==> src/rtl/slurm16_wb_pkg.sv <==
// Shared definitions for the slurm16 writeback stage.
//   ld_mode_e   : load formatting modes carried in each load tag
//   ld_fmt_t    : the {mode, lane} part of a load tag (the register
//                 select is prepended by the user, its width is a parameter)
//   LD_FMT_BITS : width of ld_fmt_t
//   select_byte : picks the addressed byte lane out of a 16-bit word
package slurm16_wb_pkg;

    // Encoding 3 is reserved; the formatter treats it exactly like WORD.
    typedef enum logic [1:0] {
        LD_WORD    = 2'd0,
        LD_BYTE_ZX = 2'd1,
        LD_BYTE_SX = 2'd2,
        LD_RSVD    = 2'd3
    } ld_mode_e;

    typedef struct packed {
        ld_mode_e mode;
        logic     lane;
    } ld_fmt_t;

    localparam int LD_FMT_BITS = $bits(ld_fmt_t);

    // Full tag width for a given register-select width: {reg, mode, lane}.
    function automatic int tag_bits(input int reg_bits);
        return reg_bits + LD_FMT_BITS;
    endfunction

    // Lane 0 is the low byte, lane 1 the high byte.
    function automatic logic [7:0] select_byte(input logic [15:0] word,
                                               input logic        lane);
        return lane ? word[15:8] : word[7:0];
    endfunction

endpackage

==> src/rtl/slurm16_load_tag_fifo.sv <==
// In-order FIFO of outstanding load tags.
//   clk, rst_n  : clock, asynchronous active-low reset
//   push        : enqueue push_data (accepted when not full, or when a pop
//                 happens in the same cycle)
//   pop         : dequeue the head (ignored when empty)
//   head_data   : current head entry, valid whenever empty = 0
//   full, empty : registered-state fill flags
//   entry_valid : one bit per storage slot, set when the slot holds a live tag
//   entry_reg   : flat view of the register field of every slot (slot i at
//                 [i*REG_BITS +: REG_BITS]) for scoreboard compares
// Tag layout: register select in the top REG_BITS bits.
module slurm16_load_tag_fifo #(
    parameter int DEPTH    = 4,
    parameter int WIDTH    = 10,
    parameter int REG_BITS = 7
) (
    input  logic                      clk,
    input  logic                      rst_n,
    input  logic                      push,
    input  logic [WIDTH-1:0]          push_data,
    input  logic                      pop,
    output logic [WIDTH-1:0]          head_data,
    output logic                      full,
    output logic                      empty,
    output logic [DEPTH-1:0]          entry_valid,
    output logic [DEPTH*REG_BITS-1:0] entry_reg
);

    localparam int PTR_W = $clog2(DEPTH);
    localparam int CNT_W = PTR_W + 1;

    logic [WIDTH-1:0] mem [DEPTH];
    logic [PTR_W-1:0] rd_ptr_reg;
    logic [PTR_W-1:0] wr_ptr_reg;
    logic [CNT_W-1:0] count_reg;

    logic do_push;
    logic do_pop;

    assign full  = (count_reg == CNT_W'(DEPTH));
    assign empty = (count_reg == '0);

    // A pop frees the slot the push needs, so push is legal even when full.
    assign do_pop  = pop && !empty;
    assign do_push = push && (!full || do_pop);

    always_ff @(posedge clk or negedge rst_n) begin
        if (!rst_n) begin
            rd_ptr_reg <= '0;
            wr_ptr_reg <= '0;
            count_reg  <= '0;
        end else begin
            // Pointers are log2(DEPTH) wide; DEPTH is a power of two so the
            // natural binary wrap is the modulo-DEPTH wrap.
            if (do_push) begin
                wr_ptr_reg <= wr_ptr_reg + 1'b1;
            end
            if (do_pop) begin
                rd_ptr_reg <= rd_ptr_reg + 1'b1;
            end
            case ({do_push, do_pop})
                2'b10:   count_reg <= count_reg + 1'b1;
                2'b01:   count_reg <= count_reg - 1'b1;
                default: count_reg <= count_reg;
            endcase
        end
    end

    // Storage needs no reset: liveness comes from the pointers and count.
    always_ff @(posedge clk) begin
        if (do_push) begin
            mem[wr_ptr_reg] <= push_data;
        end
    end

    // The head is needed in the same cycle as the pop for formatting.
    assign head_data = mem[rd_ptr_reg];

    // Slot gi is live when its distance from the read pointer (mod DEPTH)
    // is below the current count.
    generate
        for (genvar gi = 0; gi < DEPTH; gi++) begin : g_slot
            logic [PTR_W-1:0] offset;
            assign offset                             = PTR_W'(gi) - rd_ptr_reg;
            assign entry_valid[gi]                    = ({1'b0, offset} < count_reg);
            assign entry_reg[gi*REG_BITS +: REG_BITS] = mem[gi][WIDTH-1 -: REG_BITS];
        end
    endgenerate

endmodule

==> src/rtl/slurm16_cpu_writeback_lq.sv <==
// slurm16 writeback stage with an in-order load tag queue.
// Merges variable-latency load returns and fixed-latency execute results onto
// one register-file write port (priority: load return > skid > new result),
// formats loads (word / zero- or sign-extended byte lane) and exports a
// pending-load scoreboard for hazard detection.
//   CLK, RSTb                      : clock, asynchronous active-low reset
//   res_valid/res_reg/res_data     : execute result; res_ready = 0 stalls
//   ld_issue/ld_reg/ld_mode/ld_lane: load issued to memory, tag pushed
//   ld_full                        : tag queue full
//   mem_valid/mem_data             : load data returning in issue order
//   reg_wr_en/reg_wr_sel/reg_out   : registered register-file write port
//   query_a/b, hit_a/b             : scoreboard lookups
//   err_overflow/err_underflow     : sticky protocol errors
module slurm16_cpu_writeback_lq
    import slurm16_wb_pkg::*;
#(
    parameter int REGISTER_BITS = 7,
    parameter int BITS          = 16,
    parameter int DEPTH         = 4
) (
    input  logic                     CLK,
    input  logic                     RSTb,
    input  logic                     res_valid,
    input  logic [REGISTER_BITS-1:0] res_reg,
    input  logic [BITS-1:0]          res_data,
    output logic                     res_ready,
    input  logic                     ld_issue,
    input  logic [REGISTER_BITS-1:0] ld_reg,
    input  logic [1:0]               ld_mode,
    input  logic                     ld_lane,
    output logic                     ld_full,
    input  logic                     mem_valid,
    input  logic [BITS-1:0]          mem_data,
    output logic                     reg_wr_en,
    output logic [REGISTER_BITS-1:0] reg_wr_sel,
    output logic [BITS-1:0]          reg_out,
    input  logic [REGISTER_BITS-1:0] query_a,
    input  logic [REGISTER_BITS-1:0] query_b,
    output logic                     hit_a,
    output logic                     hit_b,
    output logic                     err_overflow,
    output logic                     err_underflow
);

    localparam int TAG_BITS = tag_bits(REGISTER_BITS);

    // ------------------------------------------------------------------
    // Load tag queue
    // ------------------------------------------------------------------
    logic [TAG_BITS-1:0]            push_tag;
    logic [TAG_BITS-1:0]            head_tag;
    logic                           fifo_full;
    logic                           fifo_empty;
    logic [DEPTH-1:0]               entry_valid;
    logic [DEPTH*REGISTER_BITS-1:0] entry_reg;

    assign push_tag = {ld_reg, ld_mode, ld_lane};

    slurm16_load_tag_fifo #(
        .DEPTH    (DEPTH),
        .WIDTH    (TAG_BITS),
        .REG_BITS (REGISTER_BITS)
    ) u_tag_fifo (
        .clk         (CLK),
        .rst_n       (RSTb),
        .push        (ld_issue),
        .push_data   (push_tag),
        .pop         (mem_valid),
        .head_data   (head_tag),
        .full        (fifo_full),
        .empty       (fifo_empty),
        .entry_valid (entry_valid),
        .entry_reg   (entry_reg)
    );

    assign ld_full = fifo_full;

    // ------------------------------------------------------------------
    // Load formatting
    // ------------------------------------------------------------------
    logic [REGISTER_BITS-1:0] head_reg;
    ld_fmt_t                  head_fmt;
    logic [7:0]               lane_byte;
    logic [BITS-1:0]          load_data;
    logic                     load_fire;

    assign head_reg  = head_tag[TAG_BITS-1 -: REGISTER_BITS];
    assign head_fmt  = ld_fmt_t'(head_tag[LD_FMT_BITS-1:0]);
    assign lane_byte = select_byte(mem_data[15:0], head_fmt.lane);

    // A return with nothing outstanding is dropped (flagged as underflow).
    assign load_fire = mem_valid && !fifo_empty;

    always_comb begin
        load_data = mem_data;
        case (head_fmt.mode)
            LD_BYTE_ZX: load_data = {{(BITS-8){1'b0}}, lane_byte};
            LD_BYTE_SX: load_data = {{(BITS-8){lane_byte[7]}}, lane_byte};
            default:    load_data = mem_data;
        endcase
    end

    // ------------------------------------------------------------------
    // Skid register and write-port arbitration
    // ------------------------------------------------------------------
    logic                     skid_valid_reg;
    logic [REGISTER_BITS-1:0] skid_reg_reg;
    logic [BITS-1:0]          skid_data_reg;

    logic                     win_valid;
    logic [REGISTER_BITS-1:0] win_reg;
    logic [BITS-1:0]          win_data;
    logic                     skid_take;
    logic                     skid_drain;

    // res_ready depends only on state, so an execute result offered while
    // the skid is empty is always accepted: it either writes directly or,
    // if a load return wins the port, parks in the skid.
    assign res_ready = !skid_valid_reg;

    always_comb begin
        win_valid  = 1'b0;
        win_reg    = '0;
        win_data   = '0;
        skid_take  = 1'b0;
        skid_drain = 1'b0;
        if (load_fire) begin
            win_valid = 1'b1;
            win_reg   = head_reg;
            win_data  = load_data;
            skid_take = res_valid && !skid_valid_reg;
        end else if (skid_valid_reg) begin
            win_valid  = 1'b1;
            win_reg    = skid_reg_reg;
            win_data   = skid_data_reg;
            skid_drain = 1'b1;
        end else if (res_valid) begin
            win_valid = 1'b1;
            win_reg   = res_reg;
            win_data  = res_data;
        end
    end

    logic                     reg_wr_en_reg;
    logic [REGISTER_BITS-1:0] reg_wr_sel_reg;
    logic [BITS-1:0]          reg_out_reg;
    logic                     err_overflow_reg;
    logic                     err_underflow_reg;

    always_ff @(posedge CLK or negedge RSTb) begin
        if (!RSTb) begin
            skid_valid_reg    <= 1'b0;
            skid_reg_reg      <= '0;
            skid_data_reg     <= '0;
            reg_wr_en_reg     <= 1'b0;
            reg_wr_sel_reg    <= '0;
            reg_out_reg       <= '0;
            err_overflow_reg  <= 1'b0;
            err_underflow_reg <= 1'b0;
        end else begin
            if (skid_take) begin
                skid_valid_reg <= 1'b1;
                skid_reg_reg   <= res_reg;
                skid_data_reg  <= res_data;
            end else if (skid_drain) begin
                skid_valid_reg <= 1'b0;
            end

            // Register 0 is hard-wired: the slot is consumed, the strobe is not.
            reg_wr_en_reg <= win_valid && (win_reg != '0);
            if (win_valid) begin
                reg_wr_sel_reg <= win_reg;
                reg_out_reg    <= win_data;
            end

            // A full queue with a same-cycle return is never an overflow,
            // since that return frees the slot the new tag needs.
            if (ld_issue && fifo_full && !mem_valid) begin
                err_overflow_reg <= 1'b1;
            end
            if (mem_valid && fifo_empty) begin
                err_underflow_reg <= 1'b1;
            end
        end
    end

    assign reg_wr_en     = reg_wr_en_reg;
    assign reg_wr_sel    = reg_wr_sel_reg;
    assign reg_out       = reg_out_reg;
    assign err_overflow  = err_overflow_reg;
    assign err_underflow = err_underflow_reg;

    // ------------------------------------------------------------------
    // Pending-load scoreboard: registered queue state only, so a tag pushed
    // this cycle is not yet visible while the head being popped still is.
    // ------------------------------------------------------------------
    logic [DEPTH-1:0] match_a;
    logic [DEPTH-1:0] match_b;

    generate
        for (genvar gi = 0; gi < DEPTH; gi++) begin : g_match
            assign match_a[gi] = entry_valid[gi] &&
                                 (entry_reg[gi*REGISTER_BITS +: REGISTER_BITS] == query_a);
            assign match_b[gi] = entry_valid[gi] &&
                                 (entry_reg[gi*REGISTER_BITS +: REGISTER_BITS] == query_b);
        end
    endgenerate

    assign hit_a = (query_a != '0) && (|match_a);
    assign hit_b = (query_b != '0) && (|match_b);

endmodule

==> config.mk <==
export PLATFORM = sky130hd
export DESIGN_NAME = slurm16_cpu_writeback_lq
export DESIGN_NICKNAME = d
export VERILOG_FILES = /design/src/rtl/slurm16_wb_pkg.sv /design/src/rtl/slurm16_load_tag_fifo.sv /design/src/rtl/slurm16_cpu_writeback_lq.sv
export SDC_FILE = /design/constraint.sdc
export NUM_CORES = 1
export LEC_CHECK = 0
export BUFFER_PORTS_ARGS = -buffer_cell sky130_fd_sc_hd__buf_2
export CAP_MARGIN = 5
export CORE_AREA = 3 3 137 139
export DETAILED_ROUTE_END_ITERATION = 10
export DIE_AREA = 0 0 140 142
export SYNTH_ARGS = -nofsm -noshare
export SYNTH_HDL_FRONTEND = slang
export SYNTH_HIERARCHICAL = 1
export SYNTH_SLANG_ARGS = --single-unit
==> constraint.sdc <==
create_clock -name CLK -period 6.25 [get_ports CLK]
set_input_delay 1.25 -clock CLK [delete_from_list [all_inputs] [get_ports CLK]]
set_output_delay 1.25 -clock CLK [all_outputs]
set_load 0.005 [all_outputs]
* Word level (Yosys, flattened, before mapping)
Memory sizes are Yosys's and may differ from the RTL's.
Index checks and enable logic that the tools add are counted.
** Storage, ports and cells
- Memories kept :: 1
- Bits of input ports :: 68
- Bits in read-only memories :: 0
- Bits in latches :: 0
- Register bits after elaboration :: 57
- Memory bits (writable) :: 40
- Output and inout bits :: 30
** Memories
- u_tag_fifo.mem :: words 4, bits a word 10, read ports 5, clocked after memory_dff 0, wr ports 1, line slurm16_load_tag_fifo.sv:32 : logic [WIDTH-1:0] mem [DEPTH];
** Operators by class
- Bitwise gates (word level) :: 0
- Divide/modulo/power cells :: 0
- Multipliers :: 0
- Shift operators :: 0
- Eq/ne operators :: 13
- Reductions and logical operators :: 30
- Order comparisons :: 4
- Add/sub/neg operators :: 8
- Multiplexer cells :: 19
** Operators by type and width (number)
- $eq 7x7->1 :: 8
- $mux 16 :: 3
- $pmux 16 s2 :: 1
- $mux 7 :: 3
- $reduce_bool 7->1 :: 3
- $logic_and 1x1->1 :: 17
- $lt 2x3->1 :: 4
- $mux 1 :: 10
- $mux 8 :: 1
- $reduce_or 4->1 :: 2
- $pmux 3 s2 :: 1
- $add 2x1->2 const B :: 2
- $eq 2x1->1 const B :: 2
- $eq 2x2->1 const B :: 2
- $logic_not 1->1 :: 4
- $reduce_bool 2->1 :: 2
- $sub 1x2->2 const A :: 2
- $sub 2x2->2 const A :: 2
- $add 3x1->3 const B :: 1
- $eq 3x3->1 const B :: 1
- $logic_not 3->1 :: 1
- $sub 3x1->3 const B :: 1
- $logic_or 1x1->1 :: 1

* Longest topological paths before layout
- Depth after elaboration :: 7
- Gate-level depth with buffers :: 11
- Mapped depth without buffers :: 9

* Cells and area by module
The synthesis kept the hierarchy.
** By module, submodules not included
- slurm16_cpu_writeback_lq :: instances 1, cells an instance 306, area each 3148.0 um^2
- slurm16_load_tag_fifo :: instances 1, cells an instance 151, area each 2313.5 um^2

* Least setup slack after synthesis
No wires, ideal clock.
- Kind :: register to output
- From :: register u_tag_fifo.rd_ptr_reg[1]
- To :: output port hit_a
- Data required time :: 5.000 ns
- Stages on the path, launching flop included :: 11
- Buffers on the path :: 1
- Slack :: 3.007 ns
- Arrival :: 1.993 ns
- Cell sequence :: dfrtp_1 > buf_1 > xnor2_1 > inv_1 > ha_1 > a21oi_1 > or2_2 > nand4_1 > nor2_1 > nor4_1 > a21oi_1
** Between the ends
- Word-level cells in the longest chain between the ends :: 5
- Elaborated cells on any way between the ends :: 14
- Those cells by class :: add/sub (4); order compare (4); reduce/logical (6)
** Ends and longest elaborated chain
- start, declared :: line slurm16_load_tag_fifo.sv:33 : logic [PTR_W-1:0] rd_ptr_reg;
- start signal, assigned :: line slurm16_load_tag_fifo.sv:59 : rd_ptr_reg <= rd_ptr_reg + 1'b1;
- $sub 1x2->2 :: line slurm16_load_tag_fifo.sv:84 : assign offset = PTR_W'(gi) - rd_ptr_reg;
- $lt 2x3->1 :: line slurm16_load_tag_fifo.sv:85 : assign entry_valid[gi] = ({1'b0, offset} < count_reg);
- via entry_valid[0] :: line slurm16_cpu_writeback_lq.sv:54 : logic [DEPTH-1:0] entry_valid;
- $logic_and 1x1->1 :: line slurm16_cpu_writeback_lq.sv:202 : assign match_a[gi] = entry_valid[gi] &&
- $reduce_or 4->1 :: line slurm16_cpu_writeback_lq.sv:209 : assign hit_a = (query_a != '0) && (|match_a);
- $logic_and 1x1->1 :: line slurm16_cpu_writeback_lq.sv:209
- end, declared :: line slurm16_cpu_writeback_lq.sv:39 : output logic hit_a,
The timed path passes the listed nets, and every way through them passes these cells.

* Worst setup path in the final report
- From :: register u_tag_fifo.rd_ptr_reg[0]
- To :: output port hit_b
** Between the ends
- Word-level cells in the longest chain between the ends :: 5
- Elaborated cells on any way between the ends :: 14
- Those cells by class :: add/sub (4); order compare (4); reduce/logical (6)
** Ends and longest elaborated chain
- $sub 1x2->2 :: line slurm16_load_tag_fifo.sv:84
- $lt 2x3->1 :: line slurm16_load_tag_fifo.sv:85
- via entry_valid[0] :: line slurm16_cpu_writeback_lq.sv:54
- $logic_and 1x1->1 :: line slurm16_cpu_writeback_lq.sv:204 : assign match_b[gi] = entry_valid[gi] &&
- $reduce_or 4->1 :: line slurm16_cpu_writeback_lq.sv:210 : assign hit_b = (query_b != '0) && (|match_b);
- $logic_and 1x1->1 :: line slurm16_cpu_writeback_lq.sv:210
- end, declared :: line slurm16_cpu_writeback_lq.sv:40 : output logic hit_b,
The timed path passes the listed nets, and every way through them passes these cells.

==> flow_summary.json <==
{
  "drv_cap": 0,
  "ys_ff_latch": 97,
  "cts_tree": "done",
  "start_util_pct": 30.7,
  "status": "completed",
  "die_y_microns": 142,
  "fmax_mhz": 250,
  "clk_path_buf_depth": 2,
  "cpPeakStageDelay_ns": 0.90,
  "tns_ns": 0,
  "grt_overflow": 0,
  "viasPerCell": 4.88,
  "clock_latency_ns": 0.34,
  "post_cts_buffers": 0,
  "crit_start": "u_tag_fifo/rd_ptr_reg[0]",
  "hold_viol": 0,
  "hold_class": "reg2reg",
  "crit_path_frequent_cell": "a21oi_1",
  "clkTransAtPathRegs_ns": 0.07,
  "whs_path_depth": 1,
  "avgSynthCellArea_sq_um": 12.0,
  "syn_nets": 536,
  "worstPathRequired_ns": 5.00,
  "syn_area_sq_um": 5460,
  "fin_nets": 583,
  "synth_common_cells": "xnor2_1 (60), dfrtp_1 (57), edfxtp_1 (40), buf_4 (29)",
  "grt_pass1_vias": 3793,
  "grt_antenna_before_repair": 1,
  "r2r_setup_slack_ns": 3.06,
  "setup_viol": 0,
  "dp.final_hpwl_microns": 10300,
  "postCtsHoldBufs": 0,
  "ff2ff_path_depth": 6,
  "rr_startpoint": "u_tag_fifo/rd_ptr_reg[0]",
  "wl_microns": 13400,
  "ys_types": 51,
  "grt_pass1_wl_microns": 20600,
  "crit_buf_inv": 2,
  "die-area_sq_um": 19900,
  "netlist_instances": 457,
  "synth_ff_type": "dfrtp_1",
  "yosysMostFrequentCell": "xnor2_1",
  "static-leakage-power_uw": 0.00243,
  "slowest_stage": "dfrtp_1",
  "ys_warn_count": 6,
  "worstReg2RegEnd": "reg_out[4]",
  "ios": 98,
  "cp.arrival_ns": 2.76,
  "firstDrtPassIters": 4,
  "post-route-drc-count": 0,
  "cp.depth": 10,
  "groute.usage.overall_pct": 13.3,
  "powerDensity_nw_per_um2": 453,
  "path_class": "reg2out",
  "cts_resized": 0,
  "htree_levels": 3,
  "place.gp.congestion": 0.860,
  "clock_skew_ns": 0.00845,
  "die_x_microns": 140,
  "grt_max_degree": 58,
  "rows": 49,
  "numCtsBuffers": 9,
  "synthTopCellsByArea": "dfrtp_1 (26%), edfxtp_1 (22%), xnor2_1 (9.6%)",
  "drt-initial-drc-count": 241,
  "worstPathCellList": "xnor2_1 -> inv_1 -> ha_1 -> a21oi_1 -> or2_2 -> nand4_1 -> nor2_1 -> nor4_1 -> a21oi_1 -> buf_2",
  "crit_fanout": 16,
  "async_flop_share_pct": 58.8,
  "rsz0062_at_grt": "false",
  "timing.final.crit_share_pct": 64.1,
  "slew_headroom_pct": 28.9,
  "synth_edf_count": 40,
  "post-route-util_pct": 34.6,
  "largest_reg_flops": 40,
  "avgRoutedWirePerCell_microns": 18.2,
  "end_kind": "output port",
  "vias": 3608,
  "ir_drop_mv": 0.191,
  "clock_sinks": 97,
  "area_delta_synth_final_pct": 12.6,
  "worst_slew_pin_slew_ns": 1.06,
  "netlist.area_leader.share_pct": 26.1,
  "numPortBuffers": 97,
  "layout-drive-gt1-share_pct": 33.0,
  "cp-start-kind": "flop",
  "period_minus_slack_ns": 4.01,
  "core_area_sq_um": 17800,
  "root_buffer": "clkbuf_16",
  "cp_top_family": "flip-flops",
  "antenna_left": 0,
  "crit_end": "hit_b",
  "synth.largest_area_cell": "dfrtp_1",
  "synth-seq-area-share_pct": 48.1,
  "drv_slew": 0
}
-- layout by cell type, fill, tap and decap left out, types with 3 or more instances in the layout --
| cell | Yosys | layout |
|---|---|---|
| nand2b_1 | 6 | 6 |
| nand2_1 | 12 | 12 |
| o21bai_1 | 3 | 3 |
| dfrtp_1 | 57 | 57 |
| o21ai_0 | 12 | 12 |
| o21a_1 | 8 | 8 |
| or2_2 | 4 | 4 |
| mux2_2 | 23 | 23 |
| edfxtp_1 | 40 | 40 |
| and2_2 | 4 | 4 |
| a21oi_1 | 16 | 16 |
| nand4_1 | 17 | 17 |
| a221oi_1 | 9 | 9 |
| mux2i_1 | 9 | 9 |
| nand3_1 | 3 | 3 |
| o22ai_1 | 16 | 16 |
| buf_2 | 23 | 97 |
| mux4_2 | 10 | 10 |
| inv_1 | 10 | 10 |
| nor4_1 | 5 | 5 |
| ha_1 | 10 | 10 |
| nor2_1 | 20 | 20 |
| clkbuf_16 | 0 | 10 |
| nor3_1 | 3 | 3 |
| a21o_1 | 5 | 5 |
| xnor2_1 | 60 | 60 |
| a22oi_1 | 7 | 7 |
-- power breakdown --
| group | switching, uW | internal (uW) | total, uW |
|---|---|---|---|
| Sequential | 215 | 905 | 1120 |
| Clock | 233 | 360 | 593 |
| Combinational | 537 | 534 | 1070 |
-- layout make-up --
cell class	instances	area, sq um
Fill cell	1785	11600
Sequential cell	97	2630
Multi-Input combinational cell	288	2370
Timing Repair Buffer	98	493
Tap cell	229	287
Clock buffer	12	278
Clock inverter	4	55.1
Inverter	10	37.5
Antenna cell	1	2.50
-- stage by stage --
stage	hold WS, ns	instance area, sq um	setup slack, ns	std cells	power (uW)
3_5_place_dp	0.445	5810	2.55	722	2210
2_1_floorplan	0.451	5460	3.01	457	1930
4_1_cts	0.459	6150	2.16	738	2810
3_3_place_gp	0.438	5810	2.56	722	2180
5_1_grt	0.488	6150	2.00	739	2970
6_report	0.453	6150	2.24	739	2780
-- worst min path at each step --
stage	startpoint	to	slack, ns
after floorplan	err_underflow	err_underflow	0.45
after global placement	err_underflow	err_underflow	0.44
after detailed placement	err_underflow	err_underflow	0.45
after CTS	err_underflow	err_underflow	0.46
after global routing	err_underflow	err_underflow	0.49
final	err_underflow	err_underflow	0.45
-- worst reg2reg max path, stage by stage, from the launching register on --
cell and delay, ns:
dfrtp_1 0.90, mux4_2 0.63, ha_1 0.50, nand2b_1 0.49, mux2i_1 0.31, o22ai_1 0.13, o21a_1 0.14
-- cell families (layout without fill, tap and decap cells) --
kind of cell,Yosys count,in the layout,synth area share (%)
buffers and inverters,72,124,8.50
multiplexers,43,43,10.8
AND/OR/NAND/NOR,84,84,8.82
flip-flops,97,97,48.1
other,0,1,0
adder cells (fa/ha/maj),11,11,2.66
AO/OA/AOI/OAI,88,88,11.2
XOR/XNOR,62,62,9.94
-- metal layers --
metal  wire length (microns)  global-route usage, %  share of wire (%)
met3                     534                   2.92                4.0
met2                    7050                   23.7                 53
met1                    5570                   15.8                 42
met5                       0                      0                  0
met4                     262                   4.59                2.0
No activity file was read; power rests on OpenSTA's default activity.
